`config.mk`:
```
export PLATFORM = sky130hd
export DESIGN_NAME = seg7_scan_drv_flat
export DESIGN_NICKNAME = d
export VERILOG_FILES = /design/src/rtl/seg7_pkg.sv /design/src/rtl/seg7_scan_drv_if.sv /design/src/rtl/seg7_decode.sv /design/src/rtl/seg7_scan_drv.sv /design/src/flat_wrapper.sv
export SDC_FILE = /design/constraint.sdc
export NUM_CORES = 1
export LEC_CHECK = 0
export CAP_MARGIN = 20
export CORE_MARGIN = 3
export CORE_UTILIZATION = 57
export CTS_CLUSTER_SIZE = 10
export DETAILED_ROUTE_END_ITERATION = 8
export HOLD_SLACK_MARGIN = 0.1
export PLACE_DENSITY_LB_ADDON = 0.3
export SKIP_LAST_GASP = 1
export SLEW_MARGIN = 20
export SYNTH_ARGS = -nofsm -noshare
export SYNTH_HDL_FRONTEND = slang
export SYNTH_SLANG_ARGS = --single-unit
```
`constraint.sdc`:
```
create_clock -name clk -period 4.1 [get_ports clk]
set_input_delay 0.82 -clock clk [delete_from_list [all_inputs] [get_ports clk]]
set_output_delay 0.82 -clock clk [all_outputs]
set_load 0.03 [all_outputs]
```
`src/rtl/seg7_pkg.sv`:
```
// Shared seven-segment constants: glyph table and off levels.
// Reused by every seg7 block in the display subsystem.
package seg7_pkg;

    // Active-high {a,b,c,d,e,f,g,dp} glyphs, entry n = hex digit n
    localparam logic [15:0][7:0] GLYPH_TBL = {
        8'h8E, 8'h9E, 8'h7A, 8'h9C,
        8'h3E, 8'hEE, 8'hF6, 8'hFE,
        8'hE0, 8'hBE, 8'hB6, 8'h66,
        8'hF2, 8'hDA, 8'h60, 8'hFC
    };

    localparam logic [7:0] SEG_OFF_AL = 8'hFF;
    localparam logic [7:0] SEG_OFF_AH = 8'h00;

    function automatic logic [7:0] seg_off(input logic al);
        return al ? SEG_OFF_AL : SEG_OFF_AH;
    endfunction

endpackage

```
`src/rtl/seg7_scan_drv_if.sv`:
```
// Host-side bus of the multiplexed seven-segment scanner.
// master = controller driving data, slave = the scanner.
interface seg7_scan_drv_if #(
    parameter int NDIGIT = 8
);
    logic                  en;
    logic                  load;
    logic [4*NDIGIT-1:0]   value;
    logic [NDIGIT-1:0]     dp;
    logic                  lz_en;
    logic [7:0]            seg;
    logic [NDIGIT-1:0]     an;
    logic                  frame_done;

    modport master (
        output en, load, value, dp, lz_en,
        input  seg, an, frame_done
    );

    modport slave (
        input  en, load, value, dp, lz_en,
        output seg, an, frame_done
    );
endinterface

```
`src/rtl/seg7_decode.sv`:
```
// Hex nibble to active-high {a..g} segment pattern.
// Purely combinational lookup into the shared glyph table.
module seg7_decode
    import seg7_pkg::*;
(
    input  logic [3:0] nib_i,
    output logic [6:0] seg_o
);
    logic [7:0] glyph;

    assign glyph = GLYPH_TBL[nib_i];
    assign seg_o = glyph[7:1];
endmodule

```
`src/rtl/seg7_scan_drv.sv`:
```
// Time-multiplexed seven-segment scanner with double-buffered
// display data, leading-zero blanking and frame pulse.
module seg7_scan_drv
    import seg7_pkg::*;
#(
    parameter int NDIGIT     = 8,
    parameter int SCAN_DIV   = 50000,
    parameter int ACTIVE_LOW = 1
) (
    input logic           clk,
    input logic           rst_n,
    seg7_scan_drv_if.slave bus
);
    localparam int PW = $clog2(SCAN_DIV);
    localparam int IW = $clog2(NDIGIT);
    localparam int VW = 4 * NDIGIT;

    localparam logic [PW-1:0] P_TC   = PW'(SCAN_DIV - 1);
    localparam logic [IW-1:0] I_LAST = IW'(NDIGIT - 1);

    localparam logic              AL      = (ACTIVE_LOW != 0);
    localparam logic [7:0]        SEG_OFF = seg_off(AL);
    localparam logic [NDIGIT-1:0] AN_OFF  = {NDIGIT{AL}};

    logic [PW-1:0]     presc_q, presc_d;
    logic [IW-1:0]     idx_q, idx_d;
    logic              run_q, run_d;
    logic [VW-1:0]     sh_val_q, sh_val_d;
    logic [NDIGIT-1:0] sh_dp_q, sh_dp_d;
    logic              sh_lz_q, sh_lz_d;
    logic [VW-1:0]     dv_val_q, dv_val_d;
    logic [NDIGIT-1:0] dv_dp_q, dv_dp_d;
    logic              dv_lz_q, dv_lz_d;
    logic [7:0]        seg_q, seg_d;
    logic [NDIGIT-1:0] an_q, an_d;
    logic              fd_q, fd_d;

    logic              tc, last, wrap;
    logic [3:0]        nib;
    logic [6:0]        glyph;
    logic [VW-1:0]     upper;
    logic              blank;

    assign tc   = (presc_q == P_TC);
    assign last = (idx_q == I_LAST);
    assign wrap = bus.en & run_q & tc & last;

    always_comb begin
        presc_d  = presc_q;
        idx_d    = idx_q;
        run_d    = run_q;
        sh_val_d = sh_val_q;
        sh_dp_d  = sh_dp_q;
        sh_lz_d  = sh_lz_q;
        dv_val_d = dv_val_q;
        dv_dp_d  = dv_dp_q;
        dv_lz_d  = dv_lz_q;

        if (bus.load) begin
            sh_val_d = bus.value;
            sh_dp_d  = bus.dp;
            sh_lz_d  = bus.lz_en;
        end

        // First enabled edge lights digit 0 with a fresh full period
        if (!bus.en) begin
            run_d   = 1'b0;
            presc_d = '0;
            idx_d   = '0;
        end else if (!run_q) begin
            run_d   = 1'b1;
            presc_d = '0;
            idx_d   = '0;
        end else if (tc) begin
            presc_d = '0;
            idx_d   = last ? '0 : idx_q + IW'(1);
        end else begin
            presc_d = presc_q + PW'(1);
        end

        if (wrap) begin
            dv_val_d = sh_val_q;
            dv_dp_d  = sh_dp_q;
            dv_lz_d  = sh_lz_q;
        end
    end

    assign nib   = dv_val_d[{idx_d, 2'b00} +: 4];
    assign upper = dv_val_d >> {idx_d, 2'b00};
    assign blank = dv_lz_d && (idx_d != '0) && (upper == '0);

    seg7_decode u_dec (
        .nib_i (nib),
        .seg_o (glyph)
    );

    always_comb begin
        seg_d = SEG_OFF;
        an_d  = AN_OFF;
        fd_d  = wrap;
        if (bus.en) begin
            seg_d = {blank ? 7'h00 : glyph, dv_dp_d[idx_d]} ^ {8{AL}};
            an_d  = (NDIGIT'(1) << idx_d) ^ AN_OFF;
        end
    end

    always_ff @(posedge clk) begin
        if (!rst_n) begin
            presc_q  <= '0;
            idx_q    <= '0;
            run_q    <= 1'b0;
            sh_val_q <= '0;
            sh_dp_q  <= '0;
            sh_lz_q  <= 1'b0;
            dv_val_q <= '0;
            dv_dp_q  <= '0;
            dv_lz_q  <= 1'b0;
            seg_q    <= SEG_OFF;
            an_q     <= AN_OFF;
            fd_q     <= 1'b0;
        end else begin
            presc_q  <= presc_d;
            idx_q    <= idx_d;
            run_q    <= run_d;
            sh_val_q <= sh_val_d;
            sh_dp_q  <= sh_dp_d;
            sh_lz_q  <= sh_lz_d;
            dv_val_q <= dv_val_d;
            dv_dp_q  <= dv_dp_d;
            dv_lz_q  <= dv_lz_d;
            seg_q    <= seg_d;
            an_q     <= an_d;
            fd_q     <= fd_d;
        end
    end

    assign bus.seg        = seg_q;
    assign bus.an         = an_q;
    assign bus.frame_done = fd_q;
endmodule

```
`src/flat_wrapper.sv`:
```
// flat-port wrapper written by rule: the top's interface ports become plain ports
module seg7_scan_drv_flat import seg7_pkg::*;
#(
    parameter int NDIGIT     = 8,
    parameter int SCAN_DIV   = 50000,
    parameter int ACTIVE_LOW = 1
)
  (clk, rst_n, bus_en, bus_load, bus_value, bus_dp, bus_lz_en, bus_seg, bus_an, bus_frame_done);
  seg7_scan_drv_if #(.NDIGIT(NDIGIT)) bus_i ();
  input logic clk;
  input logic rst_n;
  input wire logic [$bits(bus_i.en)-1:0] bus_en;
  input wire logic [$bits(bus_i.load)-1:0] bus_load;
  input wire logic [$bits(bus_i.value)-1:0] bus_value;
  input wire logic [$bits(bus_i.dp)-1:0] bus_dp;
  input wire logic [$bits(bus_i.lz_en)-1:0] bus_lz_en;
  output wire logic [$bits(bus_i.seg)-1:0] bus_seg;
  output wire logic [$bits(bus_i.an)-1:0] bus_an;
  output wire logic [$bits(bus_i.frame_done)-1:0] bus_frame_done;
  assign bus_i.en = bus_en;
  assign bus_i.load = bus_load;
  assign bus_i.value = bus_value;
  assign bus_i.dp = bus_dp;
  assign bus_i.lz_en = bus_lz_en;
  assign bus_seg = bus_i.seg;
  assign bus_an = bus_i.an;
  assign bus_frame_done = bus_i.frame_done;
  seg7_scan_drv #(.NDIGIT(NDIGIT), .SCAN_DIV(SCAN_DIV), .ACTIVE_LOW(ACTIVE_LOW)) u_core (.clk(clk), .rst_n(rst_n), .bus(bus_i));
endmodule
```
# Word-level counts from Yosys, hierarchy flattened
# Memories as Yosys holds them, arrays and structs flattened.
# Index checks and enable logic that the tools add are counted.
dict set report classes {
  addsub 2
  n_lt_le_gt_ge 2
  eq_ne 2
  shift 3
  n_mux 12
  bitwise_logic 8
  reduce_logical 6
}
# cell n
set op_table {}
lappend op_table {{32-bit logical NOT} 1}
lappend op_table {{32-bit two-way mux} 1}
lappend op_table {{32-bit by 6-bit variable part select with 4-bit output} 1}
lappend op_table {{32-bit by 5-bit >> shifter with 32-bit output} 1}
lappend op_table {{16-bit by 1-bit adder with 16-bit output (second input constant)} 1}
lappend op_table {{16-bit equality test (second input constant)} 1}
lappend op_table {{8-bit two-way mux} 2}
lappend op_table {{8-bit inverter} 2}
lappend op_table {{3-bit two-way mux} 4}
lappend op_table {{1-bit by 3-bit << shifter with 8-bit output (first input constant)} 1}
lappend op_table {{7-bit two-way mux} 1}
lappend op_table {{4-bit by 5-bit < comparator with 1-bit output (second input constant)} 1}
lappend op_table {{3-bit by 4-bit < comparator with 1-bit output (second input constant)} 1}
lappend op_table {{4-bit OR reduction} 1}
lappend op_table {{3-bit by 1-bit adder with 3-bit output (second input constant)} 1}
lappend op_table {{1-bit bitwise AND} 3}
lappend op_table {{1-bit binary-select mux with 3-bit select} 1}
lappend op_table {{3-bit equality test (second input constant)} 1}
lappend op_table {{1-bit two-way mux} 3}
lappend op_table {{1-bit inverter} 3}
lappend op_table {{3-bit nonzero test} 1}
lappend op_table {{1-bit logical AND} 2}
lappend op_table {{2-bit AND reduction} 1}
dict set report totals {
  regBits 119
  rom_bits 128
  in_bits 45
  output_inout_bits 17
  word_cells 48
  memories 1
}
# name depth word_bits rd rd_clocked_by_memory_dff write_ports line
set memory_table {}
lappend memory_table {{(no name shown)} 16 8 1 0 0 seg7_decode.sv:11} ;# assign glyph = GLYPH_TBL[nib_i];

# Logic depth before layout (Yosys ltp)
dict set report depth {
  depth_word 10
  ltp_mapped 17
  ltp_nobuf 16
}

# Modules after synthesis
# From an unflattened synthesis, not the netlist that was laid out.
dict set report unflattened {
  hier_cells 721
  area_unflattened_um2 5915.7
}
# mod instances cells_each area_per_inst_um2 seq_area_each_um2
set by_module_without_submodules {}
lappend by_module_without_submodules {seg7_scan_drv 1 688 5631.7 2382.3}
lappend by_module_without_submodules {seg7_decode 1 33 284.0 0.0}

# Least setup slack after synthesis
# Ideal clock, no wire load.
dict set report synth_timing {
  path_type {input to register}
  from {in bus_en}
  to {reg u_core.seg_q[3] (netlist: u_core.bus.seg[3])}
  setup_time_ns 0.127
  arrival_time_ns 3.483
  required_ns 3.973
  setup_slack_ns 0.490
  stages 11
  n_path_buf 2
  path_cell_list {and2_1 > clkbuf_1 > nand2_1 > mux2i_2 > clkbuf_1 > mux2_2 > o21ai_0 > o22ai_1 > ha_1 > a221o_1 > or3_1}
}
dict set report synth_via {
  elab_chain_cells 9
  elab_cells_between_ends 17
  classes_between {2 x shift; 5 x mux; 4 x bitwise; 5 x reduce/logical; 1 x memory}
}
# element line
set synth_lines {}
lappend synth_lines {{start: declaration} flat_wrapper.sv:12} ;# input wire logic [$bits(bus_i.en)-1:0] bus_en;
lappend synth_lines {{1-bit bitwise AND (3 in a row)} seg7_scan_drv.sv:46} ;# assign wrap = bus.en & run_q & tc & last;
lappend synth_lines {{32-bit two-way mux} seg7_scan_drv.sv:81} ;# if (wrap) begin
lappend synth_lines {{32-bit by 6-bit variable part select with 4-bit output or 32-bit by 5-bit >> shifter with 32-bit output (tied branches)} {seg7_scan_drv.sv:88, seg7_scan_drv.sv:89}}
lappend synth_lines {{memory read 16 x 8 bit or 32-bit logical NOT (tied branches)} -}
lappend synth_lines {{8-bit two-way mux (not written as such) or 1-bit logical AND (tied branches)} {seg7_decode.sv:11, seg7_scan_drv.sv:90}}
lappend synth_lines {{7-bit two-way mux} seg7_scan_drv.sv:102} ;# seg_d = {blank ? 7'h00 : glyph, dv_dp_d[idx_d]} ^ {8{AL}};
lappend synth_lines {{8-bit inverter (no line)} -}
lappend synth_lines {{end signal: assignment} seg7_scan_drv.sv:131} ;# seg_q <= seg_d;
lappend synth_lines {{end: declaration} seg7_scan_drv.sv:34} ;# logic [7:0] seg_q, seg_d;
# Parallel ways exist; a longest one is shown, timed or not. The select of a mux whose other input is x is not followed.
# A chain may end at the register's enable or synchronous reset.

# Worst setup path after layout
dict set report layout_timing {
  from {reg u_core.presc_q[0]}
  to {reg u_core.seg_q[4] (netlist: u_core.bus.seg[4])}
}
dict set report layout_via {
  elab_chain_cells 9
  elab_cells_between_ends 18
  classes_between {1 x eq/ne; 2 x shift; 7 x mux; 3 x bitwise; 4 x reduce/logical; 1 x memory}
}
# element line
set layout_lines {}
lappend layout_lines {{start: declaration} seg7_scan_drv.sv:25} ;# logic [PW-1:0] presc_q, presc_d;
lappend layout_lines {{start signal: assignment} seg7_scan_drv.sv:122} ;# presc_q <= presc_d;
lappend layout_lines {{16-bit equality test (*)} seg7_scan_drv.sv:44} ;# assign tc = (presc_q == P_TC);
lappend layout_lines {{1-bit bitwise AND or 3-bit two-way mux (tied branches)} {seg7_scan_drv.sv:46, seg7_scan_drv.sv:74}}
lappend layout_lines {{1-bit bitwise AND or 3-bit two-way mux (tied branches)} {seg7_scan_drv.sv:46, seg7_scan_drv.sv:70}}
lappend layout_lines {{32-bit two-way mux or 3-bit two-way mux (tied branches)} {seg7_scan_drv.sv:81, seg7_scan_drv.sv:66}}
lappend layout_lines {{32-bit by 6-bit variable part select with 4-bit output (tied with other cells)} seg7_scan_drv.sv:88} ;# assign nib = dv_val_d[{idx_d, 2'b00} +: 4];
lappend layout_lines {{memory read 16 x 8 bit (tied with other cells)} -}
lappend layout_lines {{8-bit two-way mux (not written as such) or 1-bit logical AND (tied branches)} {seg7_decode.sv:11, seg7_scan_drv.sv:90}}
lappend layout_lines {{7-bit two-way mux (*)} seg7_scan_drv.sv:102}
lappend layout_lines {{8-bit inverter (no line) (*)} -}
# Mark *: on every way between the ends. The rest lies on a longest branch, timed or not. The select of a mux whose other input is x is not followed.

==> impl_metrics.env <==
export IMPL_finalCritPeriodShare_pct=90.4
export IMPL_h_tree_depth=4
export IMPL_synthTopCellsByCount="119 x dfxtp_1, 112 x nand2_1, 54 x mux2i_1, 47 x nor2b_1, 39 x nor2_1"
export IMPL_drt_iter0_drc=346
export IMPL_synth_seq_area_share_pct=40.3
export IMPL_drc_errors=0
export IMPL_wl_per_cell_microns=17.2
export IMPL_synth_distinct_cells=68
export IMPL_drt_pass1_iterations=5
export IMPL_dieArea_sq_um=11600
export IMPL_intPower_mw=2.25
export IMPL_max_slew_margin_rel_pct=41.6
export IMPL_track_usage_pct=28.1
export IMPL_synthAdderAreaFrac_pct=1.91
export IMPL_end_kind="register"
export IMPL_viasPerCell=5.90
export IMPL_critPathRequiredTime_ns=4.57
export IMPL_ios=62
export IMPL_ys_ff_latch=119
export IMPL_area_delta_synth_final_pct=23.8
export IMPL_synth_compound_area_share_pct=15.9
export IMPL_switching_share_pct=20.6
export IMPL_status="completed"
export IMPL_p_leak_nw=2.76
export IMPL_finalNetCount=808
export IMPL_fmax_ghz=0.270
export IMPL_crit_chain="ha_1, and4b_4, and4_1, nand2_2, buf_12, o31ai_1, o32ai_1, a2111oi_0, nand4b_1, a21oi_2, or3_1"
export IMPL_placed_cell_area_sq_um=6710
export IMPL_ys_top_cells_by_area="dfxtp_1 40%, mux2i_1 9.1%, nand2_1 7.1%"
export IMPL_synth_async_reset_ratio_pct=0
export IMPL_tightest_slew_ns=0.875
export IMPL_yosys_area_share_simple_pct=26.0
export IMPL_detail_route_antenna_nets=0
export IMPL_fp_row_count=36
export IMPL_max_stage_delay_ns=0.69
export IMPL_yosys_warnings=0
export IMPL_maxCapViolations=0
export IMPL_cp_max_fo=39
export IMPL_fillCellCount=745
export IMPL_criticalPathCategory="reg2reg"
export IMPL_dieWidth_microns=108
export IMPL_skew_ns=0.0153
export IMPL_synth_fp_nets=744
export IMPL_comb_power_share_pct=5.1
export IMPL_fin_area_sq_um=7310
export IMPL_cts_num_sinks=119
export IMPL_cts_buffers=17
export IMPL_synthFlopType="dfxtp_1"
export IMPL_die_height_microns=108
export IMPL_synth_xor_area_share_pct=1.63
export IMPL_regArea_sq_um=2380
export IMPL_rsz0062_at_grt="no"
export IMPL_gp_congestion=0.949
export IMPL_yosysMostFrequentCell="dfxtp_1"
export IMPL_hold_violations=0
export IMPL_synth_top_area_share_pct=40.3
export IMPL_core_sq_um=9910
export IMPL_period_needed_ns=3.71
export IMPL_slew_viol_final=0
export IMPL_grt_pass1_wl_microns=25400
export IMPL_path_clk_slew_ns=0.05
export IMPL_final_cells=899
export IMPL_antenna_found_initial=0
export IMPL_drt_wl_total_microns=15500
export IMPL_ctsHoldBuffers=0
export IMPL_arrival_ns=4.17
export IMPL_setup_violations=0
export IMPL_critPathLaunchType="register"
export IMPL_syn_area_sq_um=5910
export IMPL_grt_pass1_vias=5223
export IMPL_antenna_cells=0
export IMPL_numPlacedInstances=868
export IMPL_clk_latency_ns=0.53
export IMPL_drive_gt1_share_pct=9.66
export IMPL_vias=5301
export IMPL_yosys_area_top_type="dfxtp_1"
export IMPL_power_switching_uw=586
export IMPL_power_density_nw_per_um2=388
export IMPL_synth_edf_count=0
export IMPL_tritoncts="yes"
export IMPL_power_frac_clock_pct=52.2
export IMPL_ir_drop_uv=318
export IMPL_holdCritPathClass="reg2reg"
export IMPL_start_util_pct=59.6
export IMPL_synth_top_family_by_area="simple AND/OR/NAND/NOR gates"
export IMPL_critPathSlowestCell="a2111oi_0"
export IMPL_share_seq_of_total_power_pct=42.7
export IMPL_synthMuxAreaShare_pct=10.7
export IMPL_overflow=0
export IMPL_ctsLongestPathBuffers=2
export IMPL_postSynthAreaPerCell_sq_um=8.56
export IMPL_dp_hpwl_microns=10900
export IMPL_synth_cells=690
export IMPL_cts_root_buffer="clkbuf_8"
export IMPL_multi_input_area_sq_um=3320
export IMPL_io_buffers=61
export IMPL_grt_max_degree=48
==> cell usage in the layout (no fill, tap or decap), types with 7 or more instances in the layout <==
cell | synthesis | routed
inv_1 | 7 | 7
and3_1 | 10 | 10
a21boi_0 | 36 | 36
nor2_1 | 39 | 39
clkdlybuf4s50_1 | 0 | 59
nand2_1 | 112 | 111
nor2b_1 | 47 | 47
nor3_1 | 12 | 12
mux2i_1 | 54 | 54
o21ai_0 | 34 | 34
dfxtp_1 | 119 | 119
nor4_1 | 7 | 7
ha_1 | 9 | 9
or3_1 | 14 | 14
buf_4 | 2 | 26
a21oi_1 | 21 | 20
nand3_1 | 33 | 33
clkbuf_16 | 0 | 16
==> flip-flops by register name (all words and copies together), names as in the netlist <==
name	flops
u_core.dv_val_q	32
u_core.sh_val_q	32
u_core.presc_q	16
u_core.bus.an	8
u_core.bus.seg	8
u_core.dv_dp_q	8
u_core.sh_dp_q	8
u_core.idx_q	3
u_core.bus.frame_done	1
u_core.dv_lz_q	1
u_core.run_q	1
u_core.sh_lz_q	1
==> power by group through the flow <==
stage                     clock network (mW)  registers (mW)  logic, mW
after floorplan                            0            1.23     0.0714
after global placement                     0            1.23      0.138
after detailed placement                   0            1.24      0.143
after CTS                               1.50            1.21      0.145
after global routing                    1.56            1.22      0.157
final                                   1.48            1.21      0.144
==> layout make-up <==
| cell class | count | share of cell area [%] |
|---|---|---|
| Clock buffer | 23 | 6.52 |
| Clock inverter | 8 | 1.64 |
| Inverter | 7 | 0.359 |
| Multi-Input combinational cell | 521 | 45.5 |
| Sequential cell | 119 | 32.6 |
| Tap cell | 133 | 2.28 |
| Timing Repair Buffer | 88 | 11.2 |
==> final timing paths <==
path	start	to	slack, ns	depth (start not counted)
setup / recovery	u_core.presc_q[0]$_SDFF_PP0_	u_core.bus.seg[4]$_SDFF_PN1_	0.39	11
hold / removal	u_core.dv_dp_q[1]$_SDFF_PN0_	u_core.dv_dp_q[1]$_SDFF_PN0_	0.46	2
setup reg to reg	u_core.presc_q[0]$_SDFF_PP0_	u_core.bus.seg[4]$_SDFF_PN1_	0.39	11
hold reg to reg	u_core.dv_dp_q[1]$_SDFF_PN0_	u_core.dv_dp_q[1]$_SDFF_PN0_	0.46	2
==> kinds of logic after synthesis <==
logic type,count (synthesis)
AND/OR/NAND/NOR,303
AO/OA/AOI/OAI,137
flip-flops,119
multiplexers,61
buffers and inverters,50
XOR/XNOR,11
adder cells (fa/ha/maj),9
==> stage by stage <==
stage                     TNS [ns]  setup WS (ns)  utilization [%]  total power, mW  hold slack, ns
after global placement           0          0.164             67.7             1.37           0.439
final                            0          0.393             73.8             2.84           0.462
after global routing             0          0.153             73.8             2.93           0.493
after CTS                        0          0.326             73.8             2.86           0.462
after floorplan                  0          0.490                -             1.30           0.426
after detailed placement    -0.200        -0.0399             67.7             1.38           0.455
==> routing by layer <==
metal	routed length (microns)	part of all wire, %	up-vias	global-route usage [%]
li1	-	-	2554	-
met1	6820	44	2535	35.3
met2	7380	48	183	45.6
met3	878	5.7	29	6.18
met4	374	2.4	0	13.4
met5	0	0	-	0
==> timing repair <==
item	4_1_cts	5_1_grt
setup buffers	0	0
resized for setup	0	1
setup endpoints to repair	0	7
==> critical path: cells and delay by family (launching register included) <==
kind            cells  cell delay (ns)
buf+inv             1             0.24
flops               1             0.37
compound gates      4             1.44
fa+ha+maj           1             0.22
simple gates        5             1.37
Power figures use the tool's default switching activity.
